[config.mk]
export PLATFORM = sky130hd
export DESIGN_NAME = mem_access
export DESIGN_NICKNAME = d
export VERILOG_FILES = /design/src/rtl/mem_access_pkg.sv /design/src/rtl/mem_access_load_ext.sv /design/src/rtl/mem_access.sv
export SDC_FILE = /design/constraint.sdc
export NUM_CORES = 1
export LEC_CHECK = 0
export CAP_MARGIN = 20
export CORE_MARGIN = 1
export CORE_UTILIZATION = 45
export DETAILED_ROUTE_END_ITERATION = 8
export PLACE_DENSITY = 0.85
export SYNTH_ARGS = -nofsm -noshare
export SYNTH_HDL_FRONTEND = slang
export SYNTH_SLANG_ARGS = --single-unit
[constraint.sdc]
create_clock -name clk -period 8.3 [get_ports clk]
set_input_delay 2.49 -clock clk [delete_from_list [all_inputs] [get_ports clk]]
set_output_delay 2.49 -clock clk [all_outputs]
set_load 0.05 [all_outputs]
[src/rtl/mem_access_pkg.sv]
// Shared definitions for the memory stage: opcodes, access sizes, FSM states
// and small decode helpers used by the top level and the load extender.
package mem_access_pkg;

  typedef enum logic [1:0] {
    ST_IDLE = 2'd0,
    ST_REQ  = 2'd1,
    ST_WAIT = 2'd2,
    ST_DONE = 2'd3
  } state_t;

  localparam logic [5:0] OP_LB  = 6'b100000;
  localparam logic [5:0] OP_LH  = 6'b100001;
  localparam logic [5:0] OP_LW  = 6'b100011;
  localparam logic [5:0] OP_LBU = 6'b100100;
  localparam logic [5:0] OP_LHU = 6'b100101;
  localparam logic [5:0] OP_SB  = 6'b101000;
  localparam logic [5:0] OP_SH  = 6'b101001;
  localparam logic [5:0] OP_SW  = 6'b101011;

  localparam logic [1:0] SIZE_BYTE = 2'd0;
  localparam logic [1:0] SIZE_HALF = 2'd1;
  localparam logic [1:0] SIZE_WORD = 2'd2;

  // Bus size code for a load/store opcode; anything unrecognised is a word access.
  function automatic logic [1:0] access_size(input logic [5:0] op);
    case (op)
      OP_LB, OP_LBU, OP_SB: access_size = SIZE_BYTE;
      OP_LH, OP_LHU, OP_SH: access_size = SIZE_HALF;
      default:              access_size = SIZE_WORD;
    endcase
  endfunction

  // Replicate store data across every lane so the slave can pick by address.
  function automatic logic [31:0] store_lanes(input logic [5:0] op, input logic [31:0] d);
    case (op)
      OP_SB:   store_lanes = {4{d[7:0]}};
      OP_SH:   store_lanes = {2{d[15:0]}};
      default: store_lanes = d;
    endcase
  endfunction

  // True when the access does not sit on its natural boundary.
  function automatic logic misaligned(input logic [5:0] op, input logic [1:0] addr_lo);
    case (op)
      OP_LH, OP_LHU, OP_SH: misaligned = addr_lo[0];
      OP_LW, OP_SW:         misaligned = (addr_lo != 2'b00);
      default:              misaligned = 1'b0;
    endcase
  endfunction

endpackage

[src/rtl/mem_access_load_ext.sv]
// Load data alignment: picks the addressed byte/half lane out of the bus word
// and sign- or zero-extends it according to the load opcode.
module mem_load_ext
  import mem_access_pkg::*;
(
  input  logic [31:0] rdata,
  input  logic [1:0]  addr_lo,
  input  logic [5:0]  opcode,
  output logic [31:0] value
);

  logic [7:0]  byte_sel;
  logic [15:0] half_sel;

  // Lane select followed by extension; word loads pass the bus word through.
  always_comb begin
    byte_sel = rdata[7:0];
    half_sel = addr_lo[1] ? rdata[31:16] : rdata[15:0];
    case (addr_lo)
      2'd0: byte_sel = rdata[7:0];
      2'd1: byte_sel = rdata[15:8];
      2'd2: byte_sel = rdata[23:16];
      2'd3: byte_sel = rdata[31:24];
      default: byte_sel = rdata[7:0];
    endcase
    case (opcode)
      OP_LB:   value = {{24{byte_sel[7]}}, byte_sel};
      OP_LBU:  value = {24'd0, byte_sel};
      OP_LH:   value = {{16{half_sel[15]}}, half_sel};
      OP_LHU:  value = {16'd0, half_sel};
      default: value = rdata;
    endcase
  end

endmodule

[src/rtl/mem_access.sv]
// Memory stage of the five-stage pipeline. Takes one instruction per
// valid/allowin handshake, runs loads/stores over an SRAM-like req/addr_ok/data_ok
// bus and presents writeback operands. Define MEM_ADDR_EXC_EN to trap misaligned
// accesses (no bus request, adel/ades outputs raised alongside mem_valid).
module mem_access
  import mem_access_pkg::*;
#(
  parameter int ADDR_W = 32,
  parameter int DATA_W = 32
)
(
  input  logic              clk,
  input  logic              rst,
  input  logic              exe_valid,
  output logic              mem_allowin,
  input  logic [31:0]       alu_result,
  input  logic [31:0]       mem_data_in,
  input  logic              mem_read_in,
  input  logic              mem_write_in,
  input  logic              mem_to_reg_in,
  input  logic [4:0]        write_reg_in,
  input  logic              reg_write_in,
  input  logic [31:0]       inst_in,
  input  logic [31:0]       pc_in,
  input  logic              wb_allowin,
  output logic              data_req,
  output logic              data_wr,
  output logic [1:0]        data_size,
  output logic [ADDR_W-1:0] data_addr,
  output logic [DATA_W-1:0] data_wdata,
  input  logic              data_addr_ok,
  input  logic              data_data_ok,
  input  logic [DATA_W-1:0] data_rdata,
  output logic              mem_valid,
  output logic [31:0]       wb_data,
  output logic [4:0]        wb_reg,
  output logic              wb_we,
  output logic [31:0]       pc_out,
  output logic              mem_stall
`ifdef MEM_ADDR_EXC_EN
  ,
  output logic              adel,
  output logic              ades
`endif
);

  state_t      state, state_next;
  logic [31:0] addr_r, sdata_r, pc_r, rdata_r, load_value;
  logic [5:0]  opcode_r;
  logic [4:0]  write_reg_r;
  logic        mem_read_r, mem_write_r, mem_to_reg_r, reg_write_r;
  logic        exc_load_r, exc_store_r;
  logic        accept, misaligned_in, start_bus, in_req;

  assign mem_allowin = (state == ST_IDLE) || ((state == ST_DONE) && wb_allowin);
  assign accept      = exe_valid && mem_allowin;
  assign start_bus   = (mem_read_in || mem_write_in) && !misaligned_in;

  // Misalignment trap is only present when the exception feature is built in.
  always_comb begin
    misaligned_in = 1'b0;
`ifdef MEM_ADDR_EXC_EN
    misaligned_in = (mem_read_in || mem_write_in) && misaligned(inst_in[31:26], alu_result[1:0]);
`endif
  end

  // State register; reset abandons any bus transaction in flight.
  always_ff @(posedge clk or posedge rst) begin
    if (rst) state <= ST_IDLE;
    else     state <= state_next;
  end

  // Next-state logic: a finishing DONE may chain straight into the next instruction.
  always_comb begin
    state_next = state;
    case (state)
      ST_IDLE: if (accept)       state_next = start_bus ? ST_REQ : ST_DONE;
      ST_REQ:  if (data_addr_ok) state_next = ST_WAIT;
      ST_WAIT: if (data_data_ok) state_next = ST_DONE;
      ST_DONE: if (wb_allowin)   state_next = accept ? (start_bus ? ST_REQ : ST_DONE) : ST_IDLE;
      default:                   state_next = ST_IDLE;
    endcase
  end

  // Instruction capture on handshake and load data capture when the bus returns it.
  always_ff @(posedge clk or posedge rst) begin
    if (rst) begin
      addr_r       <= '0;
      sdata_r      <= '0;
      pc_r         <= '0;
      rdata_r      <= '0;
      opcode_r     <= '0;
      write_reg_r  <= '0;
      mem_read_r   <= 1'b0;
      mem_write_r  <= 1'b0;
      mem_to_reg_r <= 1'b0;
      reg_write_r  <= 1'b0;
      exc_load_r   <= 1'b0;
      exc_store_r  <= 1'b0;
    end else begin
      if (accept) begin
        addr_r       <= alu_result;
        sdata_r      <= mem_data_in;
        pc_r         <= pc_in;
        opcode_r     <= inst_in[31:26];
        write_reg_r  <= write_reg_in;
        mem_read_r   <= mem_read_in;
        mem_write_r  <= mem_write_in;
        mem_to_reg_r <= mem_to_reg_in;
        reg_write_r  <= reg_write_in;
        exc_load_r   <= mem_read_in && misaligned_in;
        exc_store_r  <= mem_write_in && misaligned_in;
      end
      if ((state == ST_WAIT) && data_data_ok)
        rdata_r <= data_rdata;
    end
  end

  mem_load_ext u_load_ext (
    .rdata   (rdata_r),
    .addr_lo (addr_r[1:0]),
    .opcode  (opcode_r),
    .value   (load_value)
  );

  // Bus fields are driven only while requesting so the bus reads idle otherwise.
  assign in_req     = (state == ST_REQ);
  assign data_req   = in_req;
  assign data_wr    = in_req && mem_write_r;
  assign data_size  = in_req ? access_size(opcode_r) : SIZE_BYTE;
  assign data_addr  = in_req ? addr_r[ADDR_W-1:0] : '0;
  assign data_wdata = in_req ? store_lanes(opcode_r, sdata_r) : '0;

  assign mem_valid = (state == ST_DONE);
  assign mem_stall = (state == ST_REQ) || (state == ST_WAIT) || ((state == ST_DONE) && !wb_allowin);
  assign wb_data   = mem_to_reg_r ? load_value : addr_r;
  assign wb_reg    = write_reg_r;
  assign wb_we     = reg_write_r && !mem_write_r && !exc_load_r && !exc_store_r;
  assign pc_out    = pc_r;

`ifdef MEM_ADDR_EXC_EN
  assign adel = mem_valid && exc_load_r;
  assign ades = mem_valid && exc_store_r;
`endif

endmodule

# After elaboration in Yosys (flattened, before gate mapping)
# Cells that the tools add are included.
[word_totals]
register_bits = 144
output_inout_bits = 141
[classes]
eq_ne = 16
n_mux = 16
n_reduce_logical = 17
[op_table]
columns = ["cell", "count"]
rows = [
  ["$pmux W32 S4", 1],
  ["$mux W32", 3],
  ["$pmux W32 S2", 1],
  ["$eq A6 B6 Y1 const B", 6],
  ["$pmux W8 S4", 1],
  ["$mux W16", 1],
  ["$mux W2", 7],
  ["$eq A2 B2 Y1 const B", 4],
  ["$ne A2 B2 Y1 const B", 4],
  ["$pmux W2 S4", 1],
  ["$logic_and A1 B1 Y1", 6],
  ["$reduce_or A3 Y1", 2],
  ["$eq A2 B1 Y1 const B", 2],
  ["$logic_not A2 Y1", 2],
  ["$logic_or A1 B1 Y1", 4],
  ["$pmux W2 S2", 1],
  ["$reduce_and A4 Y1", 1],
  ["$logic_not A1 Y1", 2],
]

# Logic depth before layout (Yosys ltp)
[logic_depth]
depth_word = 7
depth_mapped = 9
depth_no_buf = 6

# Cells and area by module
# Synthesis repeated with hierarchy kept, for this count alone.
[unflattened]
cells_unflattened = 625
area_unflattened_um2 = 7793.7
[by_module_without_submodules]
columns = ["mod", "n_inst", "cells_per_inst", "area_each_um2", "seq_area_each_um2"]
rows = [
  ["mem_access", 1, 497, 6779.0, 3603.5],
  ["mem_load_ext", 1, 128, 1014.7, 0.0],
]

# Least setup slack after synthesis
# Ideal clock, no wire load.
[synth_timing]
kind = "input to output"
from = "input wb_allowin"
to = "output mem_stall"
arrival_time_ns = 2.918
t_required_ns = 5.810
path_slack_ns = 2.892
path_stages = 2
path_buffers = 0
path_cell_list = "nor2b_1 -> or2_2"
[synth_via]
elab_chain_cells = 3
[synth_rtl]
columns = ["item", "line_no", "rtl"]
rows = [
  ["start: declaration", "mem_access.sv:25", "input logic wb_allowin,"],
  ["$logic_not A1 Y1", "mem_access.sv:135", "assign mem_stall = (state == ST_REQ) || (state == ST_WAIT) || ((state == ST_DONE) && !wb_allowin);"],
  ["$logic_and A1 B1 Y1", "mem_access.sv:135", ""],
  ["$logic_or A1 B1 Y1", "mem_access.sv:135", ""],
  ["end: declaration", "mem_access.sv:39", "output logic mem_stall"],
]
# No other way between the ends.

# Worst setup path in the final report
# Same ends and word-level chain as after synthesis.

==> impl_metrics.csv <==
group,metric,value,unit
clock_tree,post_cts_buffers,0,
pwr,ir_worst_vdd,0.2800,mV
final_layout,antenna_cells,0,
setup_path,start_kind,"primary input",
final_layout,finalInstanceArea,0.01085,mm^2
synth,synth_top_area_cell,"dfrtp_1",
setup_path,critPathMostFrequentCell,"clkdlybuf4s50_1",
floorplan,core_area,0.01543,mm^2
hold_path,min_from,"pc_out[10]",
detailed_routing,dr.pass1.iters,7,
status,status,"completed",
clock_tree,htree_levels,4,
setup_path,r2r-start,"state[0]",
setup_path,worstPathCellList,"clkdlybuf4s50_1 > nor2b_1 > or2_2 > clkdlybuf4s50_1",
synth,synth_seq_cells,144,
final_layout,final_cell_mix,"nand2_1, clkdlybuf4s50_1, dfrtp_1, and2_1, mux2_2",
floorplan,num_rows,45,
job,drv_cap,0,
detailed_routing,drtIter0Drc,331,
pwr,p_leak,4.944,nW
detailed_routing,wirelength,22340,um
setup_path,slowest_delay,710,ps
detailed_routing,vias,6704,
setup_path,cp-end-kind,"output port",
detailed_routing,vias_per_cell,5.189,
clock_tree,clockBufferDepth,2,
placed_design,finalWeightedCongestion,0.8290,
synth,synthFlopType,"dfrtp_1",
sta,hold_viol_final,0,
clock_tree,cts_resized,0,
sta,rsz0062_at_grt,"false",
placed_design,portBuffers,289,
floorplan,ios,316,
synth,syn_area_per_cell,8.907,um^2
setup_path,crit_arrival,4010,ps
final_layout,final_common_cell,"nand2_1",
clock_tree,cts.sinks,144,
global_route,antenna_found_initial,0,
placed_design,post-place-ws,1801,ps
floorplan,die_width,128.7,um
sta,finalClockSkew,6.764,ps
sta,tns,0,ps
global_route,grt-ovfl-total,0,
synth,syn_area,0.007223,mm^2
synth,seq_area_frac_synth,0.4989,
detailed_routing,ant_nets,0,
final_layout,fin_util,0.7035,
global_route,grtUsageTotal,0.2748,
sta,tightestPinTransition,1042,ps
synth,netlist_instances,811,
detailed_routing,drcViolationCount,0,
placed_design,dp_hpwl,15160,um
setup_path,crit_slowest_cell,"clkdlybuf4s50_1",
final_layout,fin_nets,1249,
synth,synthesis.nets,991,
floorplan,die-area,0.01656,mm^2
synth,yosysWarnings,0,
sta,min_period,6500,ps
hold_path,hp-class,"reg2reg",
sta,fin_crit_sh,0.7832,
setup_path,startpoint,"wb_allowin",
floorplan,die_y,128.7,um
clock_tree,clk_latency,420,ps
sta,max_freq,153.8,MHz
clock_tree,ctsHoldBuffers,0,
synth,synthDistinctLibCells,41,
setup_path,crit_required,5810,ps
setup_path,worstSetupPathType,"in2out",
pwr,power_density,481.1,mW/mm^2
sta,fin_ws,1800,ps
clock_tree,cts_tree,"yes",
placed_design,placed_area,0.01020,mm^2
clock_tree,cts_root_buffer,"clkbuf_16",
final_layout,syn2layout_area_growth,50.25,%
synth,synth_edf_count,0,
global_route,grt_pass1_wl,34680,um
sta,final-max-slew-violation-count,0,
synth,yosysTopAreaCellShare,0.4989,
setup_path,cp_max_fo,2,
global_route,grt_pass1_vias,6702,
final_layout,drive_gt1_frac,0.08326,
sta,max_slew_margin,0.3051,
synth,synthArstFlopShare,1.000,
global_route,grt_max_degree,95,
sta,finalSetupViolations,0,
detailed_routing,wl_per_cell,17.29,um
clock_tree,cts_buffers,17,
floorplan,start_util,0.4682,
clock_tree,clk_pin_slew,60,ps
synth,synth_area_leaders,"dfrtp_1, nand2_1, mux2_2",
-- layer usage --
metal,vias up,share of wire,global-route usage
li1,3166,-,-
met1,3194,0.39,0.3197
met2,292,0.49,0.4617
met3,52,0.079,0.07817
met4,0,0.040,0.1453
met5,-,0,0
-- worst max-delay path: cells and delay by family --
kind                   cells  cell delay (ps)
buffers and inverters      2             1190
and+or+nand+nor            2              330
-- cell families (layout without fill, tap and decap cells) --
group / count (synthesis) / after routing / share of synthesized area
buf+inv: 74 / 344 / 0.04279
mux: 60 / 60 / 0.1012
compound gates: 96 / 96 / 0.08800
fa+ha+maj: 5 / 5 / 0.008661
simple gates: 432 / 432 / 0.2605
flops: 144 / 144 / 0.4989
-- cells in the mapped netlist, types with 2 or more instances --
cell,number
buf_2,13
nor2_4,2
inv_1,19
nor2b_1,13
nor4b_2,2
nor3_1,2
o211ai_1,16
mux4_2,7
dfrtp_1,144
a21boi_0,8
nand2_1,329
a22oi_1,8
ha_1,5
mux2i_1,19
or2_2,2
mux2_2,34
a21oi_1,18
nor2_1,11
and2_1,43
buf_6,2
o22ai_1,12
clkbuf_1,32
nand3_1,19
a31oi_1,3
buf_1,8
o211a_1,8
o21ai_0,18
-- through the flow --
step                std cells  hold slack (ps)  power, mW
finish                   1292            470.0      5.221
global route             1292            481.5      5.486
CTS                      1292            475.5      5.239
detailed placement       1261            460.8      4.366
global placement         1261            449.9      4.308
floorplan                 811            437.9      3.377
-- power breakdown --
part | switching, mW | internal (mW)
Clock | 0.291 | 0.557
Combinational | 1.96 | 1.06
Sequential | 0.301 | 1.04
Total | 2.56 | 2.66
-- path summary, 6_finish.rpt --
| check | endpoint | slack [ps] | cells past startpoint |
|---|---|---|---|
| max in group asynchronous | mem_to_reg_r | 4270 | 3 |
| max | mem_stall | 1800 | 4 |
| max reg2reg | state[1] | 5640 | 6 |
| min reg2reg | pc_out[10] | 470 | 2 |
| min | pc_out[10] | 470 | 2 |
| min in group asynchronous | pc_out[29] | 2540 | 2 |
-- layout make-up --
| class | instances | area [um^2] |
|---|---|---|
| clock inverters | 9 | 180.2 |
| multi-input cells | 593 | 3323 |
| clock buffers | 22 | 474.2 |
| well taps | 211 | 264.0 |
| inverters | 19 | 76.32 |
| fillers | 1195 | 4574 |
| repair buffers | 294 | 2930 |
| flip-flops and latches | 144 | 3605 |
(Power assumes the default switching activity.)
